$ cat src/rtl/bias_requant_pkg.sv
// Shared widths and helpers for the bias-add / requantise pipeline.
// Module parameters default to the constants here; derived widths come from the helper functions.
package bias_requant_pkg;

    localparam int X_PE_DEF         = 16;
    localparam int BIAS_DATALEN_DEF = 20;
    localparam int ACC_LEN_DEF      = 20;
    localparam int OUT_LEN_DEF      = 8;
    localparam int SATCNT_LEN_DEF   = 16;
    localparam int SHIFT_LEN        = 5;

    // One extra bit over the wider operand so psum + bias can never overflow.
    function automatic int sum_width(input int acc_len, input int bias_len);
        return ((acc_len > bias_len) ? acc_len : bias_len) + 1;
    endfunction

    // One more bit for the rounding increment.
    function automatic int shift_width(input int acc_len, input int bias_len);
        return sum_width(acc_len, bias_len) + 1;
    endfunction

    localparam int SUM_W_DEF   = sum_width(ACC_LEN_DEF, BIAS_DATALEN_DEF);
    localparam int SHF_W_DEF   = shift_width(ACC_LEN_DEF, BIAS_DATALEN_DEF);
    localparam int OUT_MAX_DEF = (2 ** (OUT_LEN_DEF - 1)) - 1;
    localparam int OUT_MIN_DEF = -(2 ** (OUT_LEN_DEF - 1));

    typedef struct packed {
        logic [SHIFT_LEN-1:0] shift;
        logic                 relu;
    } beat_cfg_t;

endpackage

$ cat src/rtl/requant_lane.sv
// One lane: bias add, round-half-up arithmetic shift, signed saturation and optional ReLU.
// Stage load enables and per-beat config come from the shared valid/config pipe in the top level.
module requant_lane
    import bias_requant_pkg::*;
#(
    parameter int BIAS_DATALEN = BIAS_DATALEN_DEF,
    parameter int ACC_LEN      = ACC_LEN_DEF,
    parameter int OUT_LEN      = OUT_LEN_DEF
) (
    input  logic                    clk,
    input  logic                    rst,
    input  logic [ACC_LEN-1:0]      psum_i,
    input  logic [BIAS_DATALEN-1:0] bias_i,
    input  logic                    ld1_i,
    input  logic                    ld2_i,
    input  logic                    ld3_i,
    input  logic [SHIFT_LEN-1:0]    shift_i,
    input  logic                    relu_i,
    output logic [OUT_LEN-1:0]      data_o,
    output logic                    clip_o
);

    localparam int SUM_W = sum_width(ACC_LEN, BIAS_DATALEN);
    localparam int SHF_W = shift_width(ACC_LEN, BIAS_DATALEN);

    localparam logic signed [SHF_W-1:0] SAT_MAX =
        {{(SHF_W - OUT_LEN + 1){1'b0}}, {(OUT_LEN - 1){1'b1}}};
    localparam logic signed [SHF_W-1:0] SAT_MIN =
        {{(SHF_W - OUT_LEN + 1){1'b1}}, {(OUT_LEN - 1){1'b0}}};

    logic signed [SUM_W-1:0] s1_d, s1_q;
    logic signed [SHF_W-1:0] s1_ext, pre_sh, rnd_sum;
    logic signed [SHF_W-1:0] s2_d, s2_q;
    logic [OUT_LEN-1:0]      out_d, out_q;
    logic                    clip;

    always_comb begin
        s1_d = {{(SUM_W - ACC_LEN){psum_i[ACC_LEN-1]}}, psum_i}
             + {{(SUM_W - BIAS_DATALEN){bias_i[BIAS_DATALEN-1]}}, bias_i};
    end

    // (s + 2^(k-1)) >>> k computed as ((s >>> (k-1)) + 1) >>> 1: identical result, but the
    // rounding constant never has to be represented, so shifts beyond the datapath width stay exact.
    always_comb begin
        s1_ext  = {s1_q[SUM_W-1], s1_q};
        pre_sh  = s1_ext >>> (shift_i - 5'd1);
        rnd_sum = pre_sh + SHF_W'(1);
        if (shift_i == '0) begin
            s2_d = s1_ext;
        end else begin
            s2_d = rnd_sum >>> 1;
        end
    end

    // ReLU follows saturation, so a lane clipped to the negative bound still reports a clip.
    always_comb begin
        clip  = 1'b0;
        out_d = s2_q[OUT_LEN-1:0];
        if (s2_q > SAT_MAX) begin
            clip  = 1'b1;
            out_d = SAT_MAX[OUT_LEN-1:0];
        end else if (s2_q < SAT_MIN) begin
            clip  = 1'b1;
            out_d = SAT_MIN[OUT_LEN-1:0];
        end
        if (relu_i && out_d[OUT_LEN-1]) begin
            out_d = '0;
        end
    end

    always_ff @(posedge clk) begin
        if (rst) begin
            s1_q  <= '0;
            s2_q  <= '0;
            out_q <= '0;
        end else begin
            if (ld1_i) s1_q  <= s1_d;
            if (ld2_i) s2_q  <= s2_d;
            if (ld3_i) out_q <= out_d;
        end
    end

    assign data_o = out_q;
    assign clip_o = clip;

endmodule

$ cat src/rtl/bias_requant.sv
// Bias register, valid/config pipe and saturation counter around X_PE requant lanes.
// Fixed 3-cycle latency, no backpressure; data_valid is a delayed copy of psum_valid.
module bias_requant
    import bias_requant_pkg::*;
#(
    parameter int X_PE         = X_PE_DEF,
    parameter int BIAS_DATALEN = BIAS_DATALEN_DEF,
    parameter int ACC_LEN      = ACC_LEN_DEF,
    parameter int OUT_LEN      = OUT_LEN_DEF,
    parameter int SATCNT_LEN   = SATCNT_LEN_DEF
) (
    input  logic                         clk,
    input  logic                         rst,
    input  logic [X_PE*BIAS_DATALEN-1:0] bias_in,
    input  logic                         bias_en,
    input  logic [X_PE*ACC_LEN-1:0]      psum_in,
    input  logic                         psum_valid,
    input  logic [SHIFT_LEN-1:0]         out_shift,
    input  logic                         relu_en,
    output logic [X_PE*OUT_LEN-1:0]      data_out,
    output logic                         data_valid,
    output logic [SATCNT_LEN-1:0]        sat_count,
    output logic                         idle
);

    localparam int CNT_W = $clog2(X_PE + 1);

    logic [X_PE*BIAS_DATALEN-1:0] bias_d, bias_q;
    logic [2:0]                   vld_d, vld_q;
    beat_cfg_t                    cfg1_d, cfg1_q, cfg2_d, cfg2_q;
    logic [X_PE-1:0]              clip;
    logic [CNT_W-1:0]             clip_cnt;
    logic [SATCNT_LEN-1:0]        sat_base, sat_d, sat_q;
    logic [SATCNT_LEN:0]          sat_sum;

    // A beat coincident with bias_en still sees the old bias: bias_q only changes at the edge.
    always_comb begin
        bias_d = bias_en ? bias_in : bias_q;
        vld_d  = {vld_q[1:0], psum_valid};
        cfg1_d = psum_valid ? '{shift: out_shift, relu: relu_en} : cfg1_q;
        cfg2_d = vld_q[0] ? cfg1_q : cfg2_q;
    end

    always_comb begin
        clip_cnt = '0;
        for (int j = 0; j < X_PE; j++) begin
            clip_cnt = clip_cnt + CNT_W'(clip[j]);
        end
    end

    // Clear and increment in one cycle yields just that cycle's increment; no wrap.
    always_comb begin
        sat_base = bias_en ? '0 : sat_q;
        sat_sum  = {1'b0, sat_base} + (vld_q[1] ? (SATCNT_LEN + 1)'(clip_cnt) : '0);
        sat_d    = sat_sum[SATCNT_LEN] ? '1 : sat_sum[SATCNT_LEN-1:0];
    end

    always_ff @(posedge clk) begin
        if (rst) begin
            bias_q <= '0;
            vld_q  <= '0;
            cfg1_q <= '0;
            cfg2_q <= '0;
            sat_q  <= '0;
        end else begin
            bias_q <= bias_d;
            vld_q  <= vld_d;
            cfg1_q <= cfg1_d;
            cfg2_q <= cfg2_d;
            sat_q  <= sat_d;
        end
    end

    for (genvar j = 0; j < X_PE; j++) begin : g_lane
        requant_lane #(
            .BIAS_DATALEN (BIAS_DATALEN),
            .ACC_LEN      (ACC_LEN),
            .OUT_LEN      (OUT_LEN)
        ) u_lane (
            .clk     (clk),
            .rst     (rst),
            .psum_i  (psum_in[j*ACC_LEN +: ACC_LEN]),
            .bias_i  (bias_q[j*BIAS_DATALEN +: BIAS_DATALEN]),
            .ld1_i   (psum_valid),
            .ld2_i   (vld_q[0]),
            .ld3_i   (vld_q[1]),
            .shift_i (cfg1_q.shift),
            .relu_i  (cfg2_q.relu),
            .data_o  (data_out[j*OUT_LEN +: OUT_LEN]),
            .clip_o  (clip[j])
        );
    end

    assign data_valid = vld_q[2];
    assign sat_count  = sat_q;
    assign idle       = ~|vld_q;

endmodule

$ cat config.mk
export PLATFORM = sky130hd
export DESIGN_NAME = bias_requant
export DESIGN_NICKNAME = d
export VERILOG_FILES = /design/src/rtl/bias_requant_pkg.sv /design/src/rtl/requant_lane.sv /design/src/rtl/bias_requant.sv
export SDC_FILE = /design/constraint.sdc
export NUM_CORES = 2
export LEC_CHECK = 0
export BUFFER_PORTS_ARGS = -buffer_cell sky130_fd_sc_hd__buf_2
export CAP_MARGIN = 20
export CORE_MARGIN = 2
export CORE_UTILIZATION = 55
export DETAILED_ROUTE_END_ITERATION = 6
export MAX_ROUTING_LAYER = met4
export PLACE_DENSITY = 0.75
export SYNTH_ARGS = -nofsm -noshare
export SYNTH_HDL_FRONTEND = slang
export SYNTH_SLANG_ARGS = --single-unit
$ cat constraint.sdc
create_clock -name clk -period 8.7 [get_ports clk]
set_input_delay 1.305 -clock clk [delete_from_list [all_inputs] [get_ports clk]]
set_output_delay 1.305 -clock clk [all_outputs]
set_load 0.05 [all_outputs]
# After elaboration in Yosys (flattened, before gate mapping)
# Index checks and enable logic that the tools add are counted.
# op_classes
addsub,49
mul,0
div,0
n_lt_le_gt_ge,32
n_eq_ne,0
shift,16
n_mux,99
n_bitwise,0
n_reduce_logical,19
# op_table
cell,n
$mux W8,48
$add A22 B2 Y22 const B,16
$gt A22 B8 Y1 const B,16
$lt A22 B8 Y1 const B,16
$mux W22,16
$sshr A21 B5 Y22,16
$add A20 B20 Y21,16
$add A5 B1 Y5,11
$mux W1,32
$mux W16,2
$add A16 B5 Y17,1
$logic_and A1 B1 Y1,16
$add A4 B1 Y5,1
$logic_not A5 Y1,1
$mux W5,1
$sub A5 B1 Y5 const B,1
$add A3 B1 Y4,1
$add A2 B1 Y3,1
$reduce_or A3 Y1,1
$add A1 B1 Y2,1
$logic_not A1 Y1,1
# word_totals
regBits,1162
latchBits,0
mem_bits_rw,0
rom_bits,0
inputBits,650
out_inout_bits,146
elab_cells,269
mem_count,0

# Logic depth before layout (Yosys ltp)
# logic_depth
word_depth,21
mapped_depth,25
ltp_nobuf,25

# By module
# From an unflattened synthesis, not the netlist that was laid out.
# hier_totals
cells_unflattened,10108
hier_area_um2,89155.5
# modules_own_cells
module,instances,cells_per_inst,area_per_inst_um2,seq_area_each_um2
requant_lane at g_lane[0].u_lane ...,10,549,4799.6,1001.0
requant_lane at g_lane[15].u_lane ...,3,575,4745.8,1001.0
bias_requant,1,1230,12862.3,6926.6
requant_lane at g_lane[9].u_lane,1,549,4755.8,1001.0
requant_lane at g_lane[6].u_lane,1,569,4699.5,1001.0
requant_lane at g_lane[14].u_lane,1,545,4604.4,1001.0

# Worst setup path after synthesis
# OpenSTA, ideal clock, no wires.
# synth_timing
kind,flip-flop to flip-flop
start,register g_lane[7].u_lane.s2_q[13]
end,"register sat_q[0], in the netlist sat_count[0]"
setup_time_ns,0.132
arrival_ns,5.942
required_time_ns,8.568
path_slack_ns,2.626
stages_incl_launch_ff,24
path_buffers,1
period_less_slack_ns,6.074
cell_sequence,dfxtp_1 > nor4_1 > a41oi_1 > nand2b_1 > fa_1 > fa_1 > fa_1 > inv_1 > fa_1 > inv_1 > ha_1 > fa_1 > xor2_1 > and2_1 > ha_1 > nor2b_1 > o21ai_0 > a21oi_1 > o21ai_0 > nor3_1 > and4b_1 > nand3_1 > clkbuf_1 > a21oi_1
# synth_between
elab_chain_len,15
elab_cells_between_ends,16
classes_between,10 x add/sub; 2 x order compare; 4 x mux
# synth_rtl
element,line_no,rtl
start: declaration,requant_lane.sv:33,"logic signed [SHF_W-1:0] s2_d, s2_q;"
start signal: assignment,requant_lane.sv:74,s2_q <= '0;
start signal: assignment,requant_lane.sv:78,if (ld2_i) s2_q <= s2_d;
$lt A22 B8 Y1,requant_lane.sv:62,end else if (s2_q < SAT_MIN) begin
$mux W1,requant_lane.sv:62,
$mux W1 (*),requant_lane.sv:59,if (s2_q > SAT_MAX) begin
$add A5 B1 Y5 (*) (9 in series),bias_requant.sv:47,clip_cnt = clip_cnt + CNT_W'(clip[j]);
$mux W5 (*),bias_requant.sv:54,"sat_sum = {1'b0, sat_base} + (vld_q[1] ? (SATCNT_LEN + 1)'(clip_cnt) : '0);"
$add A16 B5 Y17 (*),bias_requant.sv:54,
$mux W16 (*),bias_requant.sv:55,sat_d = sat_sum[SATCNT_LEN] ? '1 : sat_sum[SATCNT_LEN-1:0];
end signal: assignment,bias_requant.sv:70,sat_q <= sat_d;
end: declaration,bias_requant.sv:33,"logic [SATCNT_LEN-1:0] sat_base, sat_d, sat_q;"
# Every way passes the cells marked *; elsewhere a longest branch is shown, timed or not.
# A chain may end at the register's enable or synchronous reset.

# Worst setup path after layout
# layout_timing
start,register g_lane[13].u_lane.s2_q[13]
end,"register sat_q[7], in the netlist sat_count[7]"
# layout_between
elab_chain_len,9
elab_cells_between_ends,10
classes_between,4 x add/sub; 2 x order compare; 4 x mux
# layout_rtl
element,line_no
start: declaration,requant_lane.sv:33
start signal: assignment,requant_lane.sv:74
start signal: assignment,requant_lane.sv:78
$lt A22 B8 Y1,requant_lane.sv:62
$mux W1,requant_lane.sv:62
$mux W1 (*),requant_lane.sv:59
$add A5 B1 Y5 (*) (3 in series),bias_requant.sv:47
$mux W5 (*),bias_requant.sv:54
$add A16 B5 Y17 (*),bias_requant.sv:54
$mux W16 (*),bias_requant.sv:55
# Marks and branches as above.

==> impl_metrics.csv <==
group,metric,value,unit
layout,area_delta_synth_final,11.2,%
power_and_ir_drop,p_total,18.4,mW
sta,finalHoldViolCount,0,
yosys,synth_area_per_cell,8.64,µm²
route,wl,285000,µm
clock_tree,clock_sinks,1146,
placed_design,dp_slack,1.42,ns
setup_path,crit_fanout,15,
clock_tree,cts_tree,"built",
yosys,synthSimpleGateAreaFrac,0.187,
clock_tree,clock-root-buffer,"clkbuf_16",
placed_design,io_buffers,795,
clock_tree,postCtsSetupBuffers,0,
route,drc_errors,0,
clock_tree,post_cts_resized,0,
power_and_ir_drop,irDropWorstVdd,0.234,mV
route,via_count,75800,
power_and_ir_drop,leakage,36.2,nW
route,wl_met3,28700,µm
grt,antenna_found_initial,7,
route,met2_length,129000,µm
clock_tree,h-tree-depth,4,
layout,nNetsFinal,10600,
grt,grt_overflow,0,
floorplan,die_w,385,µm
sta,finClkSkew,0.0312,ns
yosys,synth_xor_area_frac,0.0549,
sta,finalMaxSlewViolations,0,
setup_path,cp-end-kind,"flop",
layout,fill_cells,12500,
sta,setup_viol,0,
route,drtPass1Iterations,6,
setup_path,required,9.32,ns
setup_path,path_class,"flop to flop",
yosys,synth_cells,9227,
yosys,synth_warnings,0,
placed_design,finalWeightedCongestion,0.996,
clock_tree,cts_buffer_depth,3,
clock_tree,worst_skew_pair.late_latency,0.79,ns
sta,tns,0,ns
floorplan,start_util,0.554,
layout,instances_no_fill,11600,
clock_tree,cts.reportedPaths.clkPinSlew,0.06,ns
sta,tightest_slew,1.24,ns
status,status,"completed",
setup_path,cp_data_arrival_time,8.05,ns
floorplan,coreArea,144000,µm²
yosys,synth_edf_count,0,
route,met1_length,113000,µm
grt,grt_pass1_wl,428000,µm
sta,fmax,135,MHz
route,drt-initial-drc-count,7634,
yosys,synthMuxAreaShare,0.172,
layout,finish.utilization,0.616,
setup_path,start_kind,"flop",
yosys,ys_seq_elements,1146,
clock_tree,cts-buffers-inserted,135,
route,top_layer,"met4",
grt,first_global_vias,72700,
min_path,hold_class,"flop to flop",
route,ant_nets,0,
yosys,synth_top_family_by_area,"simple AND/OR/NAND/NOR gates",
yosys,synth_fp_nets,10300,
yosys,synth_flop_cell,"dfxtp_1",
yosys,synth_compound_area_frac,0.186,
sta,layout_setup_ws,1.27,ns
placed_design,dp_hpwl,198000,µm
route,avgRoutedWirePerCell,24.5,µm
sta,rsz0062_at_grt,"no",
flow_run,maxCapViolCount,0,
sta,min_period,7.43,ns
grt,grt_use_total,0.381,
placed_design,dp_cells,11400,
sta,maxSlewHeadroom,0.172,
sta,fin_crit_sh,0.854,
floorplan,row_count,139,
yosys,synth_fa_ha_area_frac,0.0612,
grt,grt_max_degree,189,
power_and_ir_drop,power_density,207,nW/µm²
floorplan,die_area,148000,µm²
yosys,netlist_area,79700,µm²
yosys,synthArstFlopShare,0,
floorplan,pin_count,796,
floorplan,dieHeight,385,µm
yosys,yosysSeqAreaShare,0.288,
clock_tree,holdBufCountCts,0,
yosys,yosysUniqueCellTypes,120,
route,via_per_inst,6.51,
layout,drive_above_1_share,0.163,
metal layers:
layer	GRT usage	vias up
met4	0.180	0
met3	0.0860	842
met5	-	-
met2	0.591	3906
met1	0.469	36300
li1	-	34800
layout make-up:
class / instances / area (µm²) / area share
Sequential cell: 1146 / 23000 / 0.259
Clock buffer: 194 / 4040 / 0.0455
Tap cell: 1903 / 2380 / 0.0269
Multi-Input combinational cell: 7268 / 52900 / 0.597
Clock inverter: 53 / 777 / 0.00876
Inverter: 185 / 702 / 0.00792
Antenna cell: 12 / 30.0 / 0.000339
Timing Repair Buffer: 884 / 4850 / 0.0547
critical path, stage by stage (launching register included):
cell and delay (ns):
dfxtp_1 0.33, nor4_1 0.31, a41oi_1 0.44, nand2b_1 0.42, fa_1 0.71, fa_1 0.47, fa_1 0.49, inv_1 0.08
fa_1 0.53, inv_1 0.05, ha_1 0.22, fa_1 0.40, xor2_1 0.17, and2_1 0.16, ha_1 0.33, nor2b_1 0.15
o21ai_0 0.21, a21oi_1 0.13, o21ai_0 0.52, nor3_1 0.18, and4b_1 0.26, nand3_1 0.46, o21a_1 0.20, nor2_1 0.04
cell usage after synthesis, drive strengths merged, types with 24 or more instances:
master	count	area, µm²
dfxtp	1146	22900
nor2	1103	4140
nand2	778	2940
mux2i	640	6410
o21ai	611	3070
a21oi	529	2660
clkbuf	347	1330
ha	347	4340
mux4	284	6450
buf	273	1970
xnor2	264	2340
xor2	232	2040
nand3	223	1130
nor3	200	1040
nand2b	197	1230
inv	185	694
a22oi	156	1170
nor2b	113	707
nand4	109	694
and3	96	601
a311oi	93	827
a211oi	92	696
a21o	86	646
nor4	78	587
mux2	75	845
o21a	67	503
a31oi	65	407
or3	61	382
o221ai	47	412
o211ai	45	338
and2	42	265
a22o	37	324
a41oi	36	315
a221oi	34	310
a32o	30	300
o22ai	29	181
fa	27	541
o21bai	27	203
a2111oi	25	220
nand3b	24	180
layout by cell type (no fill, tap or decap), types with 74 or more instances in the layout:
| cell | instances |
|---|---|
| nand4_1 | 107 |
| buf_4 | 75 |
| xnor2_1 | 262 |
| nand2b_1 | 196 |
| mux2_2 | 74 |
| dfxtp_1 | 1141 |
| clkbuf_16 | 140 |
| o21ai_0 | 586 |
| ha_1 | 346 |
| a311oi_1 | 91 |
| a21o_1 | 86 |
| nand2_1 | 772 |
| a211oi_1 | 90 |
| xor2_1 | 230 |
| nor2_1 | 1095 |
| nand3_1 | 220 |
| buf_2 | 792 |
| inv_1 | 177 |
| mux2i_1 | 640 |
| a21oi_1 | 525 |
| nor3_1 | 192 |
| a22oi_1 | 156 |
| nor2b_1 | 111 |
| and3_1 | 96 |
| mux4_2 | 269 |
state kept, by name (all words and copies together) (netlist names):
register / count
cfg2_q: 1
bias_q: 320
g_lane.u_lane.s1_q: 336
cfg1_q: 6
sat_count: 16
vld_q: 3
g_lane.u_lane.s2_q: 336
g_lane.u_lane.data_o: 128
final timing paths:
path	start	to	slack, ns	cells past startpoint
hold reg to reg	g_lane[5].u_lane.s2_q[2]	g_lane[5].u_lane.s2_q[2]	0.45	1
setup / recovery	g_lane[13].u_lane.s2_q[13]	sat_count[7]	1.27	23
setup reg to reg	g_lane[13].u_lane.s2_q[13]	sat_count[7]	1.27	23
hold / removal	g_lane[5].u_lane.s2_q[2]	g_lane[5].u_lane.s2_q[2]	0.45	1
per-stage QoR:
stage	hold slack [ns]	instance area, µm²
6_report	0.446	88700
4_1_cts	0.447	88600
3_3_place_gp	0.429	83800
5_1_grt	0.459	88600
2_1_floorplan	0.420	79700
3_5_place_dp	0.434	83800
power by group:
group          total, mW  switching [mW]  internal [mW]  leakage [nW]
Sequential          6.20           0.541           5.66          9.42
Combinational       6.01            3.71           2.30          24.4
Clock               6.16            2.42           3.74          2.37
Total               18.4            6.67           11.7          36.2
cell families (layout without fill, tap and decap cells):
logic type,Yosys count,in the layout
xor gates and xnor gates,496,496
other,0,12
AOI/OAI and AO/OA,2262,2262
adders and majority gates,374,374
muxes,999,999
DFF,1146,1146
and+or+nand+nor,3137,3137
buffers and inverters,813,1316
(Power assumes the default switching activity.)
